**src/rtl/int_ctrl_pkg.sv**
```systemverilog
// int_ctrl_pkg -- shared definitions for the interrupt controller.
//   * register addresses decoded on addr[1:0]
//   * bit positions of the NMI sources inside the NMIEN / NMIST bytes
//   * NMI pulse FSM state encoding
package int_ctrl_pkg;

  // Register map (read / write meaning noted per address)
  localparam logic [1:0] ADDR_IRQ    = 2'd0;  // W: IRQEN   R: IRQST
  localparam logic [1:0] ADDR_NMI    = 2'd1;  // W: NMIEN   R: NMIST
  localparam logic [1:0] ADDR_NMIRES = 2'd2;  // W: NMIRES  R: 0xFF
  localparam logic [1:0] ADDR_UNUSED = 2'd3;  // W: ignored R: 0xFF

  // NMI source bit positions inside NMIEN / NMIST
  localparam int NMI_BIT_DLI  = 7;  // nmi_src[2]
  localparam int NMI_BIT_VBI  = 6;  // nmi_src[1]
  localparam int NMI_BIT_RKEY = 5;  // nmi_src[0], always enabled

  // NMI pulse generator states
  typedef enum logic [1:0] {
    NMI_IDLE    = 2'd0,
    NMI_ASSERT  = 2'd1,
    NMI_HOLDOFF = 2'd2
  } nmi_state_t;

endpackage

```
**src/rtl/edge_detect.sv**
```systemverilog
// edge_detect -- per-bit rising-edge detector.
//   clk   : clock
//   rst   : asynchronous active-high reset, clears history
//   din   : level inputs, synchronous to clk
//   rise  : 1 in the cycle where din[i] is high and was low one cycle earlier
// After reset the first clock only loads the history: an input that is
// already high when reset releases is not reported as an edge.
module edge_detect #(
  parameter int WIDTH = 3
) (
  input  logic             clk,
  input  logic             rst,
  input  logic [WIDTH-1:0] din,
  output logic [WIDTH-1:0] rise
);

  logic [WIDTH-1:0] hist_q;
  logic             armed_q;

  always_ff @(posedge clk or posedge rst) begin
    if (rst) begin
      hist_q  <= '0;
      armed_q <= 1'b0;
    end else begin
      hist_q  <= din;
      armed_q <= 1'b1;
    end
  end

  assign rise = din & ~hist_q & {WIDTH{armed_q}};

endmodule

```
**src/rtl/int_ctrl.sv**
```systemverilog
// int_ctrl -- 6502-style IRQ / NMI interrupt controller.
//   phi2     : clock, all state updates on rising edge
//   rst      : asynchronous active-high reset
//   irq_src  : 8 peripheral IRQ request pulses
//   nmi_src  : NMI source levels [2]=DLI [1]=VBI [0]=reset key
//   sel/rw   : register strobe, rw=1 read / rw=0 write
//   addr     : register select (see int_ctrl_pkg)
//   data_in  : write data
//   data_out : combinational read data, 0x00 when not reading
//   IRQ_L    : registered active-low IRQ level
//   NMI_L    : registered active-low NMI pulse (NMI_PULSE low, NMI_GAP high)
// Optional feature macro: INT_CTRL_NMI_QUEUE_EN -- when defined, one enabled
// NMI edge arriving while a pulse/holdoff is in progress is remembered and
// issues a second pulse straight after holdoff.
//
// Bus handshake: a register access is a single-cycle strobe; sel=1 qualifies
// rw/addr/data_in for exactly that cycle, with no ready/back-pressure.
// The NMI FSM state register is state_q (type nmi_state_t) for checker binding.
module int_ctrl
  import int_ctrl_pkg::*;
#(
  parameter int NMI_PULSE = 2,  // legal 1..15
  parameter int NMI_GAP   = 4   // legal 1..15
) (
  input  logic       phi2,
  input  logic       rst,
  input  logic [7:0] irq_src,
  input  logic [2:0] nmi_src,
  input  logic       sel,
  input  logic       rw,
  input  logic [1:0] addr,
  input  logic [7:0] data_in,
  output logic [7:0] data_out,
  output logic       IRQ_L,
  output logic       NMI_L
);

  localparam logic [3:0] PULSE_LOAD = 4'(NMI_PULSE - 1);
  localparam logic [3:0] GAP_LOAD   = 4'(NMI_GAP - 1);

  // ---------------------------------------------------------------- decode
  logic wr, wr_irqen, wr_nmien, wr_nmires;
  assign wr        = sel & ~rw;
  assign wr_irqen  = wr && (addr == ADDR_IRQ);
  assign wr_nmien  = wr && (addr == ADDR_NMI);
  assign wr_nmires = wr && (addr == ADDR_NMIRES);

  // ---------------------------------------------------------------- IRQ
  logic [7:0] irqen_q, pend_q, pend_next, pend_set;
  logic       irq_l_q;

  // Set terms use the IRQEN value before any same-cycle write; a write
  // with data_in[i]=0 then masks the bit so the clear wins.
  always_comb begin
    pend_set  = irq_src & irqen_q;
    pend_next = pend_q | pend_set;
    if (wr_irqen) pend_next = pend_next & data_in;
  end

  always_ff @(posedge phi2 or posedge rst) begin
    if (rst) begin
      irqen_q <= 8'h00;
      pend_q  <= 8'h00;
      irq_l_q <= 1'b1;
    end else begin
      if (wr_irqen) irqen_q <= data_in;
      pend_q  <= pend_next;
      irq_l_q <= ~|(pend_q & irqen_q);
    end
  end

  assign IRQ_L = irq_l_q;

  // ---------------------------------------------------------------- NMI edges
  logic [2:0] nmi_rise, nmi_edge;
  logic [1:0] nmien_q;  // {DLI, VBI}; reset key has no enable
  logic [2:0] nmist_q;
  logic       any_edge;

  edge_detect #(.WIDTH(3)) u_edge (
    .clk  (phi2),
    .rst  (rst),
    .din  (nmi_src),
    .rise (nmi_rise)
  );

  assign nmi_edge = nmi_rise & {nmien_q, 1'b1};
  assign any_edge = |nmi_edge;

  always_ff @(posedge phi2 or posedge rst) begin
    if (rst) begin
      nmien_q <= 2'b00;
      nmist_q <= 3'b000;
    end else begin
      if (wr_nmien) nmien_q <= {data_in[NMI_BIT_DLI], data_in[NMI_BIT_VBI]};
      // An edge in the same cycle as NMIRES survives the clear.
      nmist_q <= (wr_nmires ? 3'b000 : nmist_q) | nmi_edge;
    end
  end

  // ---------------------------------------------------------------- NMI FSM
  nmi_state_t state_q, state_next;
  logic [3:0] cnt_q, cnt_next;
  logic       nmi_l_q;

`ifdef INT_CTRL_NMI_QUEUE_EN
  logic queued_q, queued_next;

  always_ff @(posedge phi2 or posedge rst) begin
    if (rst) queued_q <= 1'b0;
    else     queued_q <= queued_next;
  end
`endif

  always_comb begin
    state_next = state_q;
    cnt_next   = cnt_q;
`ifdef INT_CTRL_NMI_QUEUE_EN
    queued_next = queued_q;
`endif
    case (state_q)
      NMI_IDLE: begin
        if (any_edge) begin
          state_next = NMI_ASSERT;
          cnt_next   = PULSE_LOAD;
        end
      end
      NMI_ASSERT: begin
`ifdef INT_CTRL_NMI_QUEUE_EN
        queued_next = queued_q | any_edge;
`endif
        if (cnt_q == 4'd0) begin
          state_next = NMI_HOLDOFF;
          cnt_next   = GAP_LOAD;
        end else begin
          cnt_next = cnt_q - 4'd1;
        end
      end
      NMI_HOLDOFF: begin
`ifdef INT_CTRL_NMI_QUEUE_EN
        queued_next = queued_q | any_edge;
`endif
        if (cnt_q == 4'd0) begin
`ifdef INT_CTRL_NMI_QUEUE_EN
          // An edge in the final holdoff cycle counts as queued too.
          if (queued_q | any_edge) begin
            state_next  = NMI_ASSERT;
            cnt_next    = PULSE_LOAD;
            queued_next = 1'b0;
          end else begin
            state_next = NMI_IDLE;
            cnt_next   = 4'd0;
          end
`else
          state_next = NMI_IDLE;
          cnt_next   = 4'd0;
`endif
        end else begin
          cnt_next = cnt_q - 4'd1;
        end
      end
      default: begin
        state_next = NMI_IDLE;
        cnt_next   = 4'd0;
      end
    endcase
  end

  // NMI_L is its own flop fed from the next state so the pin is glitch-free
  // and goes low in the cycle the FSM enters ASSERT.
  always_ff @(posedge phi2 or posedge rst) begin
    if (rst) begin
      state_q <= NMI_IDLE;
      cnt_q   <= 4'd0;
      nmi_l_q <= 1'b1;
    end else begin
      state_q <= state_next;
      cnt_q   <= cnt_next;
      nmi_l_q <= (state_next != NMI_ASSERT);
    end
  end

  assign NMI_L = nmi_l_q;

  // ---------------------------------------------------------------- read mux
  always_comb begin
    data_out = 8'h00;
    if (sel && rw) begin
      case (addr)
        ADDR_IRQ: data_out = ~pend_q;
        ADDR_NMI: begin
          data_out[NMI_BIT_DLI]  = nmist_q[2];
          data_out[NMI_BIT_VBI]  = nmist_q[1];
          data_out[NMI_BIT_RKEY] = nmist_q[0];
        end
        ADDR_NMIRES: data_out = 8'hFF;
        ADDR_UNUSED: data_out = 8'hFF;
        default:     data_out = 8'hFF;
      endcase
    end
  end

endmodule

```
**config.mk**
```make
export PLATFORM = sky130hd
export DESIGN_NAME = int_ctrl
export DESIGN_NICKNAME = d
export VERILOG_FILES = /design/src/rtl/int_ctrl_pkg.sv /design/src/rtl/edge_detect.sv /design/src/rtl/int_ctrl.sv
export SDC_FILE = /design/constraint.sdc
export NUM_CORES = 1
export LEC_CHECK = 0
export BUFFER_PORTS_ARGS = -buffer_cell sky130_fd_sc_hd__buf_2
export CAP_MARGIN = 20
export CELL_PAD_IN_SITES_DETAIL_PLACEMENT = 1
export CELL_PAD_IN_SITES_GLOBAL_PLACEMENT = 2
export CORE_MARGIN = 5
export CORE_UTILIZATION = 32
export CTS_CLUSTER_SIZE = 25
export DETAILED_ROUTE_END_ITERATION = 8
export PLACE_DENSITY = 0.84
export SLEW_MARGIN = 20
export SYNTH_ARGS = -nofsm -noshare
export SYNTH_HDL_FRONTEND = slang
export SYNTH_HIERARCHICAL = 1
export SYNTH_SLANG_ARGS = --single-unit
```
**constraint.sdc**
```tcl
create_clock -name phi2 -period 1.7 [get_ports phi2]
set_input_delay 0.34 -clock phi2 [delete_from_list [all_inputs] [get_ports phi2]]
set_output_delay 0.34 -clock phi2 [all_outputs]
set_load 0.005 [all_outputs]
```
==> implementation parameters, run 1 <==
Parameter                              Value

Status
  Outcome    complete, no violations

Placed design
  # port buffers    34
  Post-DP HPWL    3.02 mm
  Final estimated routing congestion in global placement    0.787
  Worst setup slack after placement    0.169 ns
  Placed insts    240

Setup path
  Data required time at the worst endpoint    1.36 ns
  Startpoint Class    input port
  Worst Path Arrival    1.19 ns
  Critical-path maximum fanout    5
  Timing startpoint of the critical path    addr[1]
  Critical path capture point    data_out[3]
  Cells on worst reg2reg path    4
  FF-to-FF End    state_q[0]$_DFF_PP0_
  Reg-to-reg slack, setup    about 0.27 ns
  Critical path endpoint category    output pin
  Crit Reg-Reg Startpoint    u_edge/armed_q$_DFF_PP0_
  CP Class    input port to output pin

Clocking
  TritonCTS clock tree    done
  Buffers from clock root to sink, at most    2
  Clk slew on worst S/H paths    0.06 ns
  Buffer type at the clock tree root    clkbuf_8
  # resized after CTS    0
  Postcts setup bufs    0
  Count of hold buffers inserted by post-cts repair    1
  Clock sink count    33
  Deepest level of the CTS H-tree    2
  Clock latency reported for the late side of the worst-skew pair    around 0.27 ns
  Clock buffer count from CTS    5

Die
  Effective utilization at floorplan    0.323
  Die width    78.6 µm
  Number of top-level design ports    35
  Height of the die    78.6 µm
  Die area    0.00618 mm²
  Area inside the core boundary    0.00466 mm²
  Placement Rows    25

Power and ir drop
  Leak pwr    approximately 0.90 nW
  Overall power consumption    approximately 2.2 mW
  Total power divided by cell area    1190 mW/mm²
  Worst vdd rail ir drop    0.482 mV

Yosys
  Fraction of synthesized cell area taken by the top area cell type    0.515
  Average size of a mapped cell    a little under 10 µm²
  Total of flip-flops plus latches after synthesis    33
  Count leader, synth    dfrtp_1
  Distinct cell type count after synthesis    35
  Number of nets produced by synthesis    179
  Number of enable-type register cells in the synthesized netlist    0
  Top cells by instance count after synthesis    dfrtp_1 (31), nand2_1 (30), nor2_1 (19)
  Post-synthesis instance total    154
  Synth area leaders    dfrtp_1 (51%), nand2_1 (7.5%), a21oi_1 (6.0%)
  Share of synthesized registers carrying an async set or reset    1.00
  Yosys warns    6
  Library cell occupying the most area in the post-synthesis netlist    dfrtp_1
  Fraction of the yosys area taken by sequential cells    0.550
  Cell area after synthesis    around 0.0015 mm²
  Most common flop cell mapped by yosys    dfrtp_1

Timing
  Min setup slack post-route    0.169 ns
  Final hold violation count    0
  Final count of negative-setup-slack endpoints    0
  Setup repair after global routing missed its margin    false
  Tmin final    between 1.5 and 2 ns
  Worst hold slack    about 0.18 ns
  Highest achievable clock rate    653 MHz
  Final period util    0.901
  Total Negative Setup Slacks    0 ns
  Pins over their slew limit    0
  Setup Skew    roughly 0.0038 ns

Layout
  Sequential cell area    828 µm²
  Final non-filler cell total    ~250
  Total Nets Final    219
  Layout cell share with drive strength beyond 1    0.272
  Antenna Cells    0
  Filler instances    542
  Area growth, synth to finish    20.8%
  Area of combinational cells with multiple inputs    613 µm²

Job
  Max-cap violations    0

Drt
  DRT Wirelength    3.84 mm
  Via count of the routed design    1257
  Via-to-Cell Ratio    5.05
  DR iter-0 viols    53
  Residual antenna-violating net count after detailed routing    0
  DRC    0
  Average wire per standard cell    15.4 µm
  Initial DRT Pass Iterations    4

GRT
  Global-route wire length before repair    6.71 mm
  Maximum number of pins on one net before global-route repair    30
  Number of global-route vias before repair    1400
  Initial antenna violation count    0
  Global-route usage over all layers    0.137
  Sum of overflow across all layers after global routing    0

Min path
  Worst min-delay path class    input port to flop
  Worst Hold Path Cells    1
  Min-delay src    nmi_src[0]
==> logic make-up (layout without fill, tap and decap cells) <==
| group | Yosys count | in the layout | share of synthesized area |
|---|---|---|---|
| xor gates and xnor gates | 1 | 1 | 0.00582 |
| DFF | 33 | 33 | 0.550 |
| AOI/OAI and AO/OA | 39 | 39 | 0.162 |
| buffers and inverters | 10 | 51 | 0.0432 |
| other | 1 | 1 | 0.00249 |
| muxes | 2 | 2 | 0.0149 |
| and+or+nand+nor | 68 | 68 | 0.222 |
==> critical path: stages <==
cell and delay, ns:
buf_2 0.13, clkinv_1 0.15, a21o_1 0.26, a21oi_1 0.17, buf_2 0.14
==> report_power, final <==
part           switching [mW]  total (mW)  leakage, nW  internal, mW
combinational           0.232       0.461        0.468         0.229
clock                   0.265       0.595       0.0455         0.330
sequential              0.161        1.12        0.384         0.957
total                   0.658        2.17        0.897          1.52
==> cell type report <==
class | instances | area share
multi-input combinational | 111 | 0.337
sequential | 33 | 0.455
timing repair buffer | 38 | 0.111
inverter | 5 | 0.0103
tap | 54 | 0.0371
clock buffer | 8 | 0.0495
==> placed cells by master, fill, tap and decap left out, types with 2 or more instances in the layout <==
| cell | count |
|---|---|
| mux2_2 | 2 |
| nor2_2 | 2 |
| buf_2 | 34 |
| dfstp_2 | 2 |
| o21ai_0 | 5 |
| and4_1 | 2 |
| and3b_1 | 3 |
| clkbuf_8 | 6 |
| a22o_1 | 4 |
| nor2_1 | 19 |
| clkbuf_1 | 2 |
| a21oi_1 | 18 |
| inv_1 | 4 |
| nand2b_1 | 4 |
| dfrtp_1 | 31 |
| a22oi_1 | 5 |
| buf_4 | 3 |
| nand2_1 | 30 |
| a21o_1 | 2 |
==> through the flow <==
| step | cell area [µm²] | utilization |
|---|---|---|
| floorplan | 1510 | - |
| global placement | 1720 | 0.369 |
| detailed placement | 1720 | 0.369 |
| CTS | 1820 | 0.391 |
| global route | 1820 | 0.391 |
| finish | 1820 | 0.391 |
==> worst min path at each step <==
stage                                       to  slack [ns]
finish              u_edge/hist_q[0]$_DFF_PP0_        0.18
global route        u_edge/hist_q[0]$_DFF_PP0_        0.17
CTS                 u_edge/hist_q[0]$_DFF_PP0_        0.17
detailed placement  u_edge/hist_q[2]$_DFF_PP0_        0.25
global placement      u_edge/armed_q$_DFF_PP0_        0.23
floorplan             u_edge/armed_q$_DFF_PP0_        0.11
==> state kept, by name, summed over array words and instances, names as in the netlist <==
| register | flops |
|---|---|
| u_edge/armed_q | 1 |
| nmist_q | 3 |
| u_edge/hist_q | 3 |
| nmien_q | 2 |
| NMI_L | 1 |
| IRQ_L | 1 |
| irqen_q | 8 |
| pend_q | 8 |
| state_q | 2 |
| cnt_q | 4 |
==> per-layer routing <==
metal  routed length (µm)  part of all wire  global-route usage
met5                    0                 0                   0
met2                 2000              0.52               0.232
met3                   99             0.026              0.0298
met4                   45             0.012              0.0507
met1                 1690              0.44               0.169
Power figures use the tool's default switching activity.
==> inputs of run 2 (changes only) <==
--- a/config.mk
+++ b/config.mk
@@ -10,10 +10,10 @@
 export CELL_PAD_IN_SITES_DETAIL_PLACEMENT = 1
 export CELL_PAD_IN_SITES_GLOBAL_PLACEMENT = 2
 export CORE_MARGIN = 5
-export CORE_UTILIZATION = 32
+export CORE_UTILIZATION = 34
 export CTS_CLUSTER_SIZE = 25
 export DETAILED_ROUTE_END_ITERATION = 8
-export PLACE_DENSITY = 0.84
+export PLACE_DENSITY = 0.88
 export SLEW_MARGIN = 20
 export SYNTH_ARGS = -nofsm -noshare
 export SYNTH_HDL_FRONTEND = slang
==> constraint.sdc (replaced) <==
create_clock -name phi2 -period 1.8 [get_ports phi2]
set_input_delay 0.36 -clock phi2 [delete_from_list [all_inputs] [get_ports phi2]]
set_output_delay 0.36 -clock phi2 [all_outputs]
set_load 0.005 [all_outputs]
==> implementation parameters, run 2 (synthesized netlist as in run 1, its figures left out) <==
Parameter                              Value

Setup path
  Data required time at the worst endpoint    1.44 ns (+0.08 ns)
  Cell Chain, Critical Path    nand2b_1 -> o21ai_0 -> a21oi_1 -> buf_2
  Family of cells with the greatest summed delay on the critical path    flip-flops
  Delay of the slowest critical-path stage    0.41 ns (+0.15 ns)
  Timing startpoint of the critical path    pend_q[5]$_DFF_PP0_
  Crit Reg-Reg Startpoint    u_edge/armed_q$_DFF_PP0_
  Critical path endpoint category    output pin
  Startpoint Class    flop
  Critical-path maximum fanout    3 (-2)
  CP Class    flop to output pin
  Cell at the slowest stage of the critical path    dfrtp_1
  Critical path buffer and inverter count    1 (-2)
  Worst Path Arrival    1.20 ns (about the same)

Placed design
  Worst setup slack after placement    0.274 ns (+0.105 ns)
  Placed insts    238 (-0.83%)
  Post-DP HPWL    2.91 mm (-3.8%)
  Final estimated routing congestion in global placement    0.791 (+0.47%)
  # port buffers    34 (unchanged)

Min path
  Min-delay src    nmi_src[1]
  Worst min-delay path class    input port to flop

Layout
  Area growth, synth to finish    22.7%
  Largest registers in the final layout    irqen_q: 8 flops, pend_q: 8 flops, cnt_q: 4 flops
  Antenna Cells    0 (unchanged)
  Total Nets Final    219 (unchanged)
  Final non-filler cell total    247 (-0.80%)
  Highest-count cells in the layout ignoring fill and taps    buf_2 (34), dfrtp_1 (31), nand2_1 (30)
  Layout cell share with drive strength beyond 1    0.282 (+0.0103)
  Core Util, Final    0.427 (+0.0368)
  Filler instances    513 (-5.4%)
  Most common cell after layout, fill and taps aside    buf_2

Clocking
  Clock sink count    33 (unchanged)
  Buffer type at the clock tree root    clkbuf_8
  Buffers from clock root to sink, at most    2 (unchanged)
  Clk slew on worst S/H paths    0.07 ns (about the same)
  Clock latency reported for the late side of the worst-skew pair    0.29 ns (+0.02 ns)
  TritonCTS clock tree    done
  Postcts setup bufs    0 (unchanged)
  Clock buffer count from CTS    5 (unchanged)
  Deepest level of the CTS H-tree    2 (unchanged)

GRT
  Maximum number of pins on one net before global-route repair    30 (unchanged)
  Sum of overflow across all layers after global routing    0 (unchanged)
  Global-route usage over all layers    0.145 (+0.00802)
  Number of global-route vias before repair    1410 (+0.71%)
  Initial antenna violation count    0 (unchanged)
  Global-route wire length before repair    6.81 mm (+1.4%)

Die
  Die area    0.00586 mm² (-5.1%)
  Placement Rows    24 (-4.0%)
  Effective utilization at floorplan    0.348 (+0.0252)
  Height of the die    76.6 µm (-2.6%)
  Number of top-level design ports    35 (unchanged)
  Area inside the core boundary    0.00432 mm² (-7.2%)
  Die width    76.6 µm (-2.6%)

Timing
  Total Negative Setup Slacks    0 ns (unchanged)
  Worst hold slack    0.191 ns (+0.0118 ns)
  Pins over their slew limit    0 (unchanged)
  Min setup slack post-route    0.240 ns (+0.0714 ns)
  Setup repair after global routing missed its margin    false
  Highest achievable clock rate    between 600 and 700 MHz
  Final count of negative-setup-slack endpoints    0 (unchanged)
  Final period util    0.867
  Tmin final    1.56 ns
  Setup Skew    0.00415 ns (+0.000381 ns)
  Final hold violation count    0 (unchanged)

Drt
  DRC    0 (unchanged)
  DR iter-0 viols    58 (+9.4%)
  Average wire per standard cell    15.4 µm (-0.16%)
  Via-to-Cell Ratio    5.03 (-0.39%)
  Initial DRT Pass Iterations    4 (unchanged)
  Residual antenna-violating net count after detailed routing    0 (unchanged)
  DRT Wirelength    3.80 mm (-0.96%)
  Via count of the routed design    1242 (-1.2%)

Power and ir drop
  Total power divided by cell area    1200 mW/mm² (+0.82%)
  Worst vdd rail ir drop    0.605 mV (+25%)
  Leak pwr    0.909 nW (+1.3%)

Status
  Outcome    complete, no violations

Job
  Max-cap violations    0 (unchanged)
## run 2: changes by cell type in the layout (fill, tap and decap cells not counted), sizes merged
cell,before,now
bufinv,0,1
clkinvlp,0,1
clkbuf,8,6
## run 2: path summary, 6_finish.rpt
path | cells after the start | slack [ns] | to
max | 4 | 0.24 | data_out[5]
min | 1 | 0.19 | u_edge/hist_q[1]$_DFF_PP0_
max reg2reg | 4 | 0.39 | state_q[0]$_DFF_PP0_
min reg2reg | 1 | 0.48 | nmist_q[0]$_DFF_PP0_
max in group asynchronous | 4 | 0.80 | IRQ_L$_DFF_PP1_
min in group asynchronous | 3 | 0.49 | u_edge/hist_q[2]$_DFF_PP0_
## run 2: worst reg2reg max path, stage by stage, from the launching register on
cell and delay, ns:
dfrtp_1 0.39, and3b_1 0.20, a22oi_1 0.39, a21oi_1 0.14
and2_1 0.18
## run 2: stage by stage
stage	cell area [µm²]	power (mW)
after CTS	1850	2.25
after detailed placement	1720	1.51
after global placement	1720	1.47
after floorplan	1510	1.35
after global routing	1850	2.38
final	1850	2.22
## run 2: routing by layer
layer,global-route usage,up-vias,part of all wire
met5,0,-,0
met4,0.0647,0,0.026
met3,0.0473,11,0.055
met2,0.234,26,0.49
met1,0.174,599,0.43
li1,-,606,-
## run 2: area by class of cell
type / instances / area (µm²) / area share
Inverter: 5 / 18.8 / 0.0102
Timing Repair Buffer: 38 / 203 / 0.110
Multi-Input combinational cell: 111 / 613 / 0.332
Tap cell: 52 / 65.1 / 0.0352
Clock buffer: 6 / 82.6 / 0.0447
Sequential cell: 33 / 828 / 0.448
Clock inverter: 2 / 37.5 / 0.0203
## run 2: repair_timing
action	in CTS	in global routing
hold buffers	1	0
gates resized for setup	0	0
hold endpoints to repair	4	0
## run 2: report_power, final
part	internal, mW	switching, mW	total (mW)
combinational	0.216	0.221	0.437
sequential	0.903	0.158	1.06
clock	0.450	0.277	0.727
total	1.57	0.656	2.22
